## config.mk

```make
export PLATFORM = sky130hd
export DESIGN_NAME = note_lane_engine
export DESIGN_NICKNAME = d
export VERILOG_FILES = /design/src/rtl/note_lane_engine.sv
export SDC_FILE = /design/constraint.sdc
export NUM_CORES = 1
export LEC_CHECK = 0
export BUFFER_PORTS_ARGS = -buffer_cell sky130_fd_sc_hd__buf_4
export CAP_MARGIN = 20
export CORE_MARGIN = 4
export CORE_UTILIZATION = 50
export DETAILED_ROUTE_END_ITERATION = 7
export PLACE_DENSITY = 0.77
export SLEW_MARGIN = 20
export SYNTH_ARGS = -nofsm -noshare
export SYNTH_HDL_FRONTEND = slang
export SYNTH_SLANG_ARGS = --single-unit
```

## constraint.sdc

```tcl
create_clock -name Clk -period 23.3 [get_ports Clk]
set_input_delay 4.66 -clock Clk [delete_from_list [all_inputs] [get_ports Clk]]
set_output_delay 4.66 -clock Clk [all_outputs]
set_load 0.005 [all_outputs]
```

## src/rtl/note_lane_engine.sv

```systemverilog
// Rhythm-game core: falling notes in 4 lanes, frame-synchronous advance,
// key-strum judging with score/combo, and a registered per-pixel note flag.
module note_lane_engine #(
    parameter int SLOTS   = 8,
    parameter int SPEED   = 2,
    parameter int HIT_Y   = 400,
    parameter int WINDOW  = 12,
    parameter int LANE_X0 = 200,
    parameter int LANE_W  = 60,
    parameter int NOTE_W  = 48,
    parameter int NOTE_H  = 16
) (
    input  logic        Clk,
    input  logic        Reset,
    input  logic        VGA_VS,
    input  logic        spawn_valid,
    input  logic [1:0]  spawn_lane,
    output logic        spawn_ready,
    input  logic [7:0]  keycode,
    input  logic [9:0]  DrawX,
    input  logic [9:0]  DrawY,
    output logic        note_on,
    output logic [15:0] score,
    output logic [7:0]  combo,
    output logic        hit_pulse,
    output logic        miss_pulse
);

    localparam int          IDX_W     = (SLOTS > 1) ? $clog2(SLOTS) : 1;
    localparam logic [10:0] SPEED_C   = 11'(SPEED);
    localparam logic [10:0] WIN_LO_C  = 11'(HIT_Y - WINDOW);
    localparam logic [10:0] WIN_HI_C  = 11'(HIT_Y + WINDOW);
    localparam logic [10:0] LANE_X0_C = 11'(LANE_X0);
    localparam logic [10:0] LANE_W_C  = 11'(LANE_W);
    localparam logic [10:0] NOTE_W_C  = 11'(NOTE_W);
    localparam logic [10:0] NOTE_H_C  = 11'(NOTE_H);

    logic [SLOTS-1:0] valid_r;
    logic [1:0]       lane_r [SLOTS];
    logic [9:0]       y_r    [SLOTS];
    logic             vs_prev_r;
    logic [7:0]       key_prev_r;
    logic [15:0]      score_r;
    logic [7:0]       combo_r;
    logic             hit_pulse_r;
    logic             miss_pulse_r;
    logic             note_on_r;

    logic [SLOTS-1:0] valid_n_s;
    logic [1:0]       lane_n_s [SLOTS];
    logic [9:0]       y_n_s    [SLOTS];
    logic [10:0]      y_inc_s  [SLOTS];
    logic [SLOTS-1:0] pix_s;
    logic             frame_tick_s;
    logic             key_is_lane_s;
    logic [1:0]       key_lane_s;
    logic             strum_s;
    logic             cand_found_s;
    logic [IDX_W-1:0] cand_idx_s;
    logic [9:0]       cand_y_s;
    logic             hit_s;
    logic             adv_miss_s;
    logic             miss_s;
    logic             spawn_ready_s;
    logic             spawn_acc_s;
    logic             spawn_free_found_s;
    logic [IDX_W-1:0] spawn_idx_s;

    // Returns {is_lane_key, lane} for a HID keycode.
    function automatic logic [2:0] decode_key(input logic [7:0] kc);
        logic [2:0] res;
        case (kc)
            8'h04:   res = 3'b100;
            8'h16:   res = 3'b101;
            8'h07:   res = 3'b110;
            8'h09:   res = 3'b111;
            default: res = 3'b000;
        endcase
        return res;
    endfunction

    assign {key_is_lane_s, key_lane_s} = decode_key(keycode);
    assign frame_tick_s  = vs_prev_r && !VGA_VS;
    assign strum_s       = (keycode != key_prev_r) && key_is_lane_s;
    assign hit_s         = strum_s && cand_found_s;
    assign miss_s        = (strum_s && !cand_found_s) || adv_miss_s;
    assign spawn_ready_s = |(~valid_r);
    assign spawn_acc_s   = spawn_valid && spawn_ready_s;

    // Per-slot advance sum and pixel coverage; 11-bit so y+NOTE_H cannot wrap.
    for (genvar g = 0; g < SLOTS; g++) begin : g_slot
        logic [10:0] x0_s;
        logic [10:0] y_ext_s;
        assign y_ext_s    = {1'b0, y_r[g]};
        assign y_inc_s[g] = y_ext_s + SPEED_C;
        assign x0_s       = LANE_X0_C + ({9'd0, lane_r[g]} * LANE_W_C);
        assign pix_s[g]   = valid_r[g]
                          && ({1'b0, DrawX} >= x0_s) && ({1'b0, DrawX} < (x0_s + NOTE_W_C))
                          && ({1'b0, DrawY} >= y_ext_s) && ({1'b0, DrawY} < (y_ext_s + NOTE_H_C));
    end

    // Strike candidate: deepest in-window note of the struck lane, lowest index on a tie.
    always_comb begin
        cand_found_s = 1'b0;
        cand_idx_s   = '0;
        cand_y_s     = 10'd0;
        for (int i = 0; i < SLOTS; i++) begin
            if (valid_r[i] && (lane_r[i] == key_lane_s)
                && ({1'b0, y_r[i]} >= WIN_LO_C) && ({1'b0, y_r[i]} <= WIN_HI_C)
                && (!cand_found_s || (y_r[i] > cand_y_s))) begin
                cand_found_s = 1'b1;
                cand_idx_s   = IDX_W'(i);
                cand_y_s     = y_r[i];
            end else begin
                cand_found_s = cand_found_s;
            end
        end
    end

    // Lowest-index slot that is free before this cycle's hits and misses.
    always_comb begin
        spawn_free_found_s = 1'b0;
        spawn_idx_s        = '0;
        for (int i = 0; i < SLOTS; i++) begin
            if (!valid_r[i] && !spawn_free_found_s) begin
                spawn_free_found_s = 1'b1;
                spawn_idx_s        = IDX_W'(i);
            end else begin
                spawn_free_found_s = spawn_free_found_s;
            end
        end
    end

    // Slot next state: a spawn only lands in a pre-free slot, a hit slot skips the advance.
    always_comb begin
        valid_n_s  = valid_r;
        adv_miss_s = 1'b0;
        for (int i = 0; i < SLOTS; i++) begin
            lane_n_s[i] = lane_r[i];
            y_n_s[i]    = y_r[i];
            if (spawn_acc_s && (spawn_idx_s == IDX_W'(i))) begin
                valid_n_s[i] = 1'b1;
                lane_n_s[i]  = spawn_lane;
                y_n_s[i]     = 10'd0;
            end else if (hit_s && (cand_idx_s == IDX_W'(i))) begin
                valid_n_s[i] = 1'b0;
            end else if (frame_tick_s && valid_r[i]) begin
                if (y_inc_s[i] > WIN_HI_C) begin
                    valid_n_s[i] = 1'b0;
                    adv_miss_s   = 1'b1;
                end else begin
                    y_n_s[i] = y_inc_s[i][9:0];
                end
            end else begin
                valid_n_s[i] = valid_r[i];
            end
        end
    end

    // Slot storage.
    always_ff @(posedge Clk) begin
        if (Reset) begin
            valid_r <= '0;
            for (int i = 0; i < SLOTS; i++) begin
                lane_r[i] <= 2'd0;
                y_r[i]    <= 10'd0;
            end
        end else begin
            valid_r <= valid_n_s;
            for (int i = 0; i < SLOTS; i++) begin
                lane_r[i] <= lane_n_s[i];
                y_r[i]    <= y_n_s[i];
            end
        end
    end

    // Edge detectors, score/combo, pulses and the pixel flag.
    always_ff @(posedge Clk) begin
        if (Reset) begin
            vs_prev_r    <= 1'b1;
            key_prev_r   <= 8'd0;
            score_r      <= 16'd0;
            combo_r      <= 8'd0;
            hit_pulse_r  <= 1'b0;
            miss_pulse_r <= 1'b0;
            note_on_r    <= 1'b0;
        end else begin
            vs_prev_r    <= VGA_VS;
            key_prev_r   <= keycode;
            hit_pulse_r  <= hit_s;
            miss_pulse_r <= miss_s;
            note_on_r    <= |pix_s;
            if (hit_s && (score_r != 16'hFFFF)) begin
                score_r <= score_r + 16'd1;
            end else begin
                score_r <= score_r;
            end
            if (miss_s) begin
                combo_r <= 8'd0;
            end else if (hit_s && (combo_r != 8'hFF)) begin
                combo_r <= combo_r + 8'd1;
            end else begin
                combo_r <= combo_r;
            end
        end
    end

    assign spawn_ready = spawn_ready_s;
    assign note_on     = note_on_r;
    assign score       = score_r;
    assign combo       = combo_r;
    assign hit_pulse   = hit_pulse_r;
    assign miss_pulse  = miss_pulse_r;

endmodule
```

# Word level (Yosys, flattened, before mapping)
# Memory sizes are Yosys's and may differ from the RTL's.
# Index checks and enable logic that the tools add are counted.
[word_totals]
register_bits = 44
ramBits = 96
input_bits = 34
elab_cells = 488
n_memories = 2
[mem_list]
columns = ["memory", "words", "width", "rd", "rd_ports_with_merged_regs", "wr", "line_no", "rtl"]
rows = [
  ["y_r", 8, 10, 8, 0, 8, "40", "logic [9:0] y_r [SLOTS];"],
  ["lane_r", 8, 2, 8, 0, 8, "39", "logic [1:0] lane_r [SLOTS];"],
]
[classes]
add_sub_neg = 34
n_mul = 8
magnitude_cmp = 63
n_eq_ne = 29
muxes = 160
n_bitwise = 17
reduce_logical = 160
[ops]
columns = ["cell", "n"]
rows = [
  ["2-to-1 mux 10 bit", 47],
  ["logical AND 1 bit", 101],
  ["adder 10 x 2 -> 11 bit, second input constant", 8],
  ["adder 10 x 5 -> 11 bit, second input constant", 8],
  ["greater-than comparator 11 x 9 -> 1 bit, second input constant", 8],
  ["less-than comparator 10 x 11 -> 1 bit", 8],
  ["2-to-1 mux 1 bit", 84],
  ["adder 9 x 6 -> 10 bit, second input constant", 8],
  ["greater-or-equal comparator 10 bit", 8],
  ["greater-or-equal comparator 10 x 9 -> 1 bit", 8],
  ["greater-or-equal comparator 10 x 9 -> 1 bit, second input constant", 8],
  ["less-or-equal comparator 10 x 9 -> 1 bit, second input constant", 8],
  ["less-than comparator 10 bit", 8],
  ["adder 8 x 8 -> 9 bit, first input constant", 8],
  ["greater-than comparator 10 bit", 7],
  ["multiplier 2 x 4 -> 6 bit, second input constant", 8],
  ["nonzero test 3 bit", 16],
  ["2-to-1 mux 3 bit", 12],
  ["2-to-1 mux 2 bit", 16],
  ["== test 3 bit, second input constant", 8],
  ["logical NOT 1 bit", 22],
  ["adder 16 x 1 -> 16 bit, second input constant", 1],
  ["== test 2 bit", 8],
  ["== test 8 x 3 -> 1 bit, second input constant", 2],
  ["16 further kinds", 51],
]

# Longest topological paths before layout
[logic_depth]
depth_word = 69
depth_mapped = 76
mapped_depth_nobuf = 70

# Least setup slack after synthesis
# OpenSTA, ideal clock, no wires.
[synth_timing]
path_kind = "input-to-reg"
startpoint = "in keycode[1]"
endpoint = "reg miss_pulse_r, in the netlist miss_pulse"
setup_time_ps = 115
arrival_time_ps = 18794
required_time_ps = 23185
slack_ps = 4391
stages = 72
n_path_buf = 7
cell_sequence = "buf_6 > nor3b_2 > o211a_4 > buf_12 > xnor2_1 > and4_4 > buf_6 > clkbuf_1 > nand2_1 > ha_1 > nand3_1 > or2_2 > o21bai_1 > a31o_2 > a21oi_1 > a21boi_0 > ha_1 > a21oi_1 > (+36 left out) > a221o_1 > nand4_1 > o31a_1 > buf_4 > nor2_1 > a31o_2 > ha_1 > nor2b_1 > o211ai_1 > nand3_1 > a221o_1 > a31oi_1 > o2111ai_1 > and4b_1 > clkbuf_1 > or2_1 > o211ai_4 > o21a_1"
[synth_via]
elab_chain_len = 68
[synth_lines]
columns = ["item", "line_no", "rtl"]
rows = [
  ["start, declared", "19", "input logic [7:0] keycode,"],
  ["== test 8 x 4 -> 1 bit (tied with other cells)", "72", "case (kc)"],
  ["one-hot mux 3 bit (4 select lines)", "72", ""],
  ["== test 2 bit", "108", "if (valid_r[i] && (lane_r[i] == key_lane_s)"],
  ["logical AND 1 bit", "108", ""],
  ["logical AND 1 bit (2 in series)", "109", "&& ({1'b0, y_r[i]} >= WIN_LO_C) && ({1'b0, y_r[i]} <= WIN_HI_C)"],
  ["2-to-1 mux 10 bit / 2-to-1 mux 1 bit (equally long branches)", "108", ""],
  ["greater-than comparator 10 bit / logical NOT 1 bit (equally long branches)", "110", "&& (!cand_found_s || (y_r[i] > cand_y_s))) begin"],
  ["logical OR 1 bit", "110", ""],
  ["(+51 left out)", "n/a", ""],
  ["2-to-1 mux 1 bit", "147", "end else if (frame_tick_s && valid_r[i]) begin"],
  ["2-to-1 mux 1 bit", "145", "end else if (hit_s && (cand_idx_s == IDX_W'(i))) begin"],
  ["2-to-1 mux 1 bit", "141", "if (spawn_acc_s && (spawn_idx_s == IDX_W'(i))) begin"],
  ["2-to-1 mux 1 bit", "148", "if (y_inc_s[i] > WIN_HI_C) begin"],
  ["2-to-1 mux 1 bit", "147", ""],
  ["2-to-1 mux 1 bit", "145", ""],
  ["2-to-1 mux 1 bit", "141", ""],
  ["logical OR 1 bit (*)", "86", "assign miss_s = (strum_s && !cand_found_s) || adv_miss_s;"],
  ["end signal, assigned", "191", "miss_pulse_r <= miss_s;"],
  ["end, declared", "46", "logic miss_pulse_r;"],
]
# Mark *: on every way between the ends. The rest lies on a longest branch, timed or not.
# A chain may end at the register's enable or synchronous reset.

# Final worst setup path
[layout_timing]
startpoint = "in keycode[5]"
endpoint = "reg miss_pulse_r, in the netlist miss_pulse"
# The elaborated chain is that of the path after synthesis.

==> summary.md <==
| Metric | Value |
|---|---|
| Outcome | `completed` |
| Clk network pwr share | `47.7%` |
| Yosys cell types | `116` |
| Commonest cells in the netlist | `ha_1 (368), inv_1 (172), nor2_1 (150), dfxtp_1 (132), a21oi_1 (110)` |
| Row count | `67` |
| Worst Path Max Fanout | `19` |
| Maximum Capacitance Violations | `0` |
| Remaining Overflow, GRT | `0` |
| Place WS | `2.16 ns` |
| WP buf/inv | `4` |
| Layout cells sized above 1 | `9.47%` |
| Most used flip-flop cell after synthesis | `dfxtp_1` |
| Cell Pwr Density | `33.0 nW/um2` |
| Post-synth EDFFs | `0` |
| Avg Inst Size Synth | `8.21 um2` |
| Sw Share | `30.0%` |
| Drt wl/cell | `20.2 um` |
| CTS max path bufs | `2` |
| Area Overhead vs Synth | `8.12%` |
| # diodes | `0` |
| Number of vias in the routed layout | `16000` |
| Die Ht | `192 um` |
| Psw | `181 uW` |
| Count leader, synth | `ha_1` |
| Top cell type's share of synthesized area | `27.1%` |
| # IOs | `62` |
| Hold Crit Depth | `2` |
| Post-CTS Hold Fix Bufs | `0` |
| Seq/Total Area, Yosys | `15.6%` |
| Kind of critical path | `input port to flip-flop` |
| Via/cell ratio | `6.28` |
| Hold Path Class | `flip-flop to flip-flop` |
| DRC Markers | `0` |
| Fraction of power consumed by sequential logic | `38.1%` |
| Slew HR | `34.1%` |
| Tcrit/Tclk final | `90.0%` |
| R2r setup slk | `5.71 ns` |
| WL met2 | `24200 um` |
| Reg-to-Reg Start | `y_r[0][4]` |
| Clock Sinks | `132` |
| Setup violations, final | `0` |
| Top cell family by delay on the critical path | `compound AO/OA/AOI/OAI gates` |
| Crit end category | `flip-flop` |
| Slowest CP cell | `o41ai_1` |
| Initial DRC count | `1195` |
| Clk root buf | `clkbuf_16` |
| CTS tree | `built` |
| RSZ-0062 raised after global routing | `false` |
| Vias in the first global route | `15400` |
| Hold_sp | `score[1]` |
| Combinational power share | `14.3%` |
| Core footprint | `33500 um2` |
| Worst setup margin | `2.33 ns` |
| Setup TNS | `0 ns` |
| Hold Violations, Final | `0` |
| CP max stage delay | `0.69 ns` |
| Fill cells | `3085` |
| Fin. max-slew vios | `0` |
| Reg-to-Reg End | `miss_pulse` |
| Global-route wire length before repair | `81900 um` |
| Gates resized, CTS repair | `0` |
| Hold Crit Endpoint | `score[1]` |
| Routed WL | `51500 um` |
| Yosys reg bits | `132` |
| Slew @ Worst Pin | `0.981 ns` |
| Pre-Repair DR Iteration Count | `5` |
| Largest cells by area after synthesis | `ha_1 (27%), dfxtp_1 (16%), xnor2_1 (5.5%), inv_1 (3.8%), nor2_1 (3.3%)` |
| Area of the mapped netlist | `17000 um2` |
| Mapped Cells | `2065` |
| WL met3 | `3100 um` |
| Fmax | `47.7 MHz` |
| Ys async rst share | `0%` |
| Post-CTS Setup Bufs | `0` |
| Min Tclk post-route | `20.97 ns` |
| Total leakage power | `7.33 nW` |
| Worst path required time | `23.63 ns` |
| Pint | `424 uW` |
| Initial Util | `50.6%` |
| Routed Antenna Nets | `0` |
| Startpoint Class | `input port` |
| Biggest area consumer among synthesized cells | `ha_1` |
| Post-DP HPWL | `39500 um` |
| Worst vdd ir | `0.0517 mV` |
| GRT Resource Usage Total | `27.6%` |
| WP data arrival | `21.30 ns` |
| Buffers on Ports | `61` |
| Gpl congestion | `0.987` |
| Pin count of the biggest net entering global routing | `64` |
| Initial antenna violation count | `0` |
| Nets | `2491` |
| Metal-1 WL | `21900 um` |
| Cell mode on critical path | `ha_1` |
| FF-to-FF path depth | `67` |
| Die Width | `192 um` |
| CTS H-tree lvls | `4` |
| Skew final | `0.0149 ns` |
| Max layer used | `met4` |
| Synth Warn # | `0` |
| CTS buffer count | `17` |
| Clock transition at path regs | `0.07 ns` |
| Die footprint | `36900 um2` |
| Worst skew pair latency | `0.45 ns` |
power groups by stage:
stage          Sequential, mW  Clock [mW]  Combinational, mW
3_5_place_dp            0.235           0             0.0852
2_1_floorplan           0.234           0             0.0529
4_1_cts                 0.230       0.290             0.0859
5_1_grt                 0.230       0.303             0.0971
3_3_place_gp            0.235           0             0.0813
6_report                0.230       0.288             0.0864
worst max-delay path by stage:
stage,end,depth (start not counted),start
after floorplan,miss_pulse,72,keycode[1]
after global placement,miss_pulse,66,keycode[5]
after detailed placement,combo[2],66,keycode[5]
after CTS,miss_pulse,66,keycode[5]
after global routing,combo[0],66,keycode[5]
final,miss_pulse,66,keycode[5]
metal layers:
layer | vias to the layer above | global-route usage (%)
li1 | 7629 | -
met5 | - | 0
met4 | 0 | 12.0
met3 | 131 | 4.02
met2 | 579 | 46.1
met1 | 7681 | 35.4
through the flow:
step / hold WS [ns] / instance area, um2 / utilization [%] / power (mW) / instances
after CTS: 0.536 / 18300 / 54.7 / 0.607 / 2550
after floorplan: 0.477 / 17000 / - / 0.287 / 2078
after global placement: 0.493 / 17700 / 52.9 / 0.317 / 2518
after detailed placement: 0.515 / 17700 / 52.9 / 0.321 / 2518
final: 0.535 / 18300 / 54.7 / 0.605 / 2550
after global routing: 0.572 / 18300 / 54.7 / 0.630 / 2550
final cells by class:
type                            count  area (um2)  share of cell area (%)
Clock buffer                       17         425                    2.32
Clock inverter                     15         188                    1.02
Inverter                          176         666                    3.63
Multi-Input combinational cell   1696       13400                    72.9
Sequential cell                   132        2640                    14.4
Tap cell                          448         561                    3.06
Timing Repair Buffer               66         495                    2.70
worst register-to-register path, delay by kind of cell, from the launching register on:
kind,cells,cell delay [ns]
compound gates,38,10.33
simple gates,17,3.92
fa+ha+maj,8,2.20
buf+inv,4,0.43
flops,1,0.58
state kept, by name, summed over array words and instances, names as in the netlist:
register and flops:
combo 8, hit_pulse 1, key_prev_r 8, lane_r 16, miss_pulse 1, note_on 1, score 16, valid_r 8
vs_prev_r 1, y_r 72
cells in the final DEF (no fill, tap or decap), types with 9 or more instances in the layout:
cell type and n:
a211o_1 9, a211oi_1 27, a21boi_0 18, a21o_1 28, a21oi_1 110, a31o_2 15
a31oi_1 14, a41oi_1 9, and3_1 25, and4_1 10, buf_4 66, clkbuf_16 17
conb_1 14, dfxtp_1 132, ha_1 368, inv_1 172, mux2i_1 23, nand2_1 81
nand2b_1 25, nand3_1 80, nand4_1 49, nor2_1 150, nor2b_1 44, nor3_1 44
nor4_1 21, nor4_2 9, o211ai_1 19, o21a_1 44, o21ai_0 103, o21bai_1 11
o31ai_1 11, or2_2 15, or3_1 22, xnor2_1 107, xor2_1 10
kinds of logic (layout without fill, tap and decap cells):
| logic type | Yosys count | in the layout | share of synthesized area (%) |
|---|---|---|---|
| AND/OR/NAND/NOR | 625 | 625 | 20.2 |
| flip-flops | 132 | 132 | 15.6 |
| buffers and inverters | 250 | 274 | 5.93 |
| multiplexers | 30 | 30 | 1.82 |
| AO/OA/AOI/OAI | 541 | 541 | 23.1 |
| XOR/XNOR | 118 | 118 | 6.20 |
| adder cells (fa/ha/maj) | 368 | 368 | 27.1 |
| other | 1 | 14 | 0.0221 |
Power figures use the tool's default switching activity.
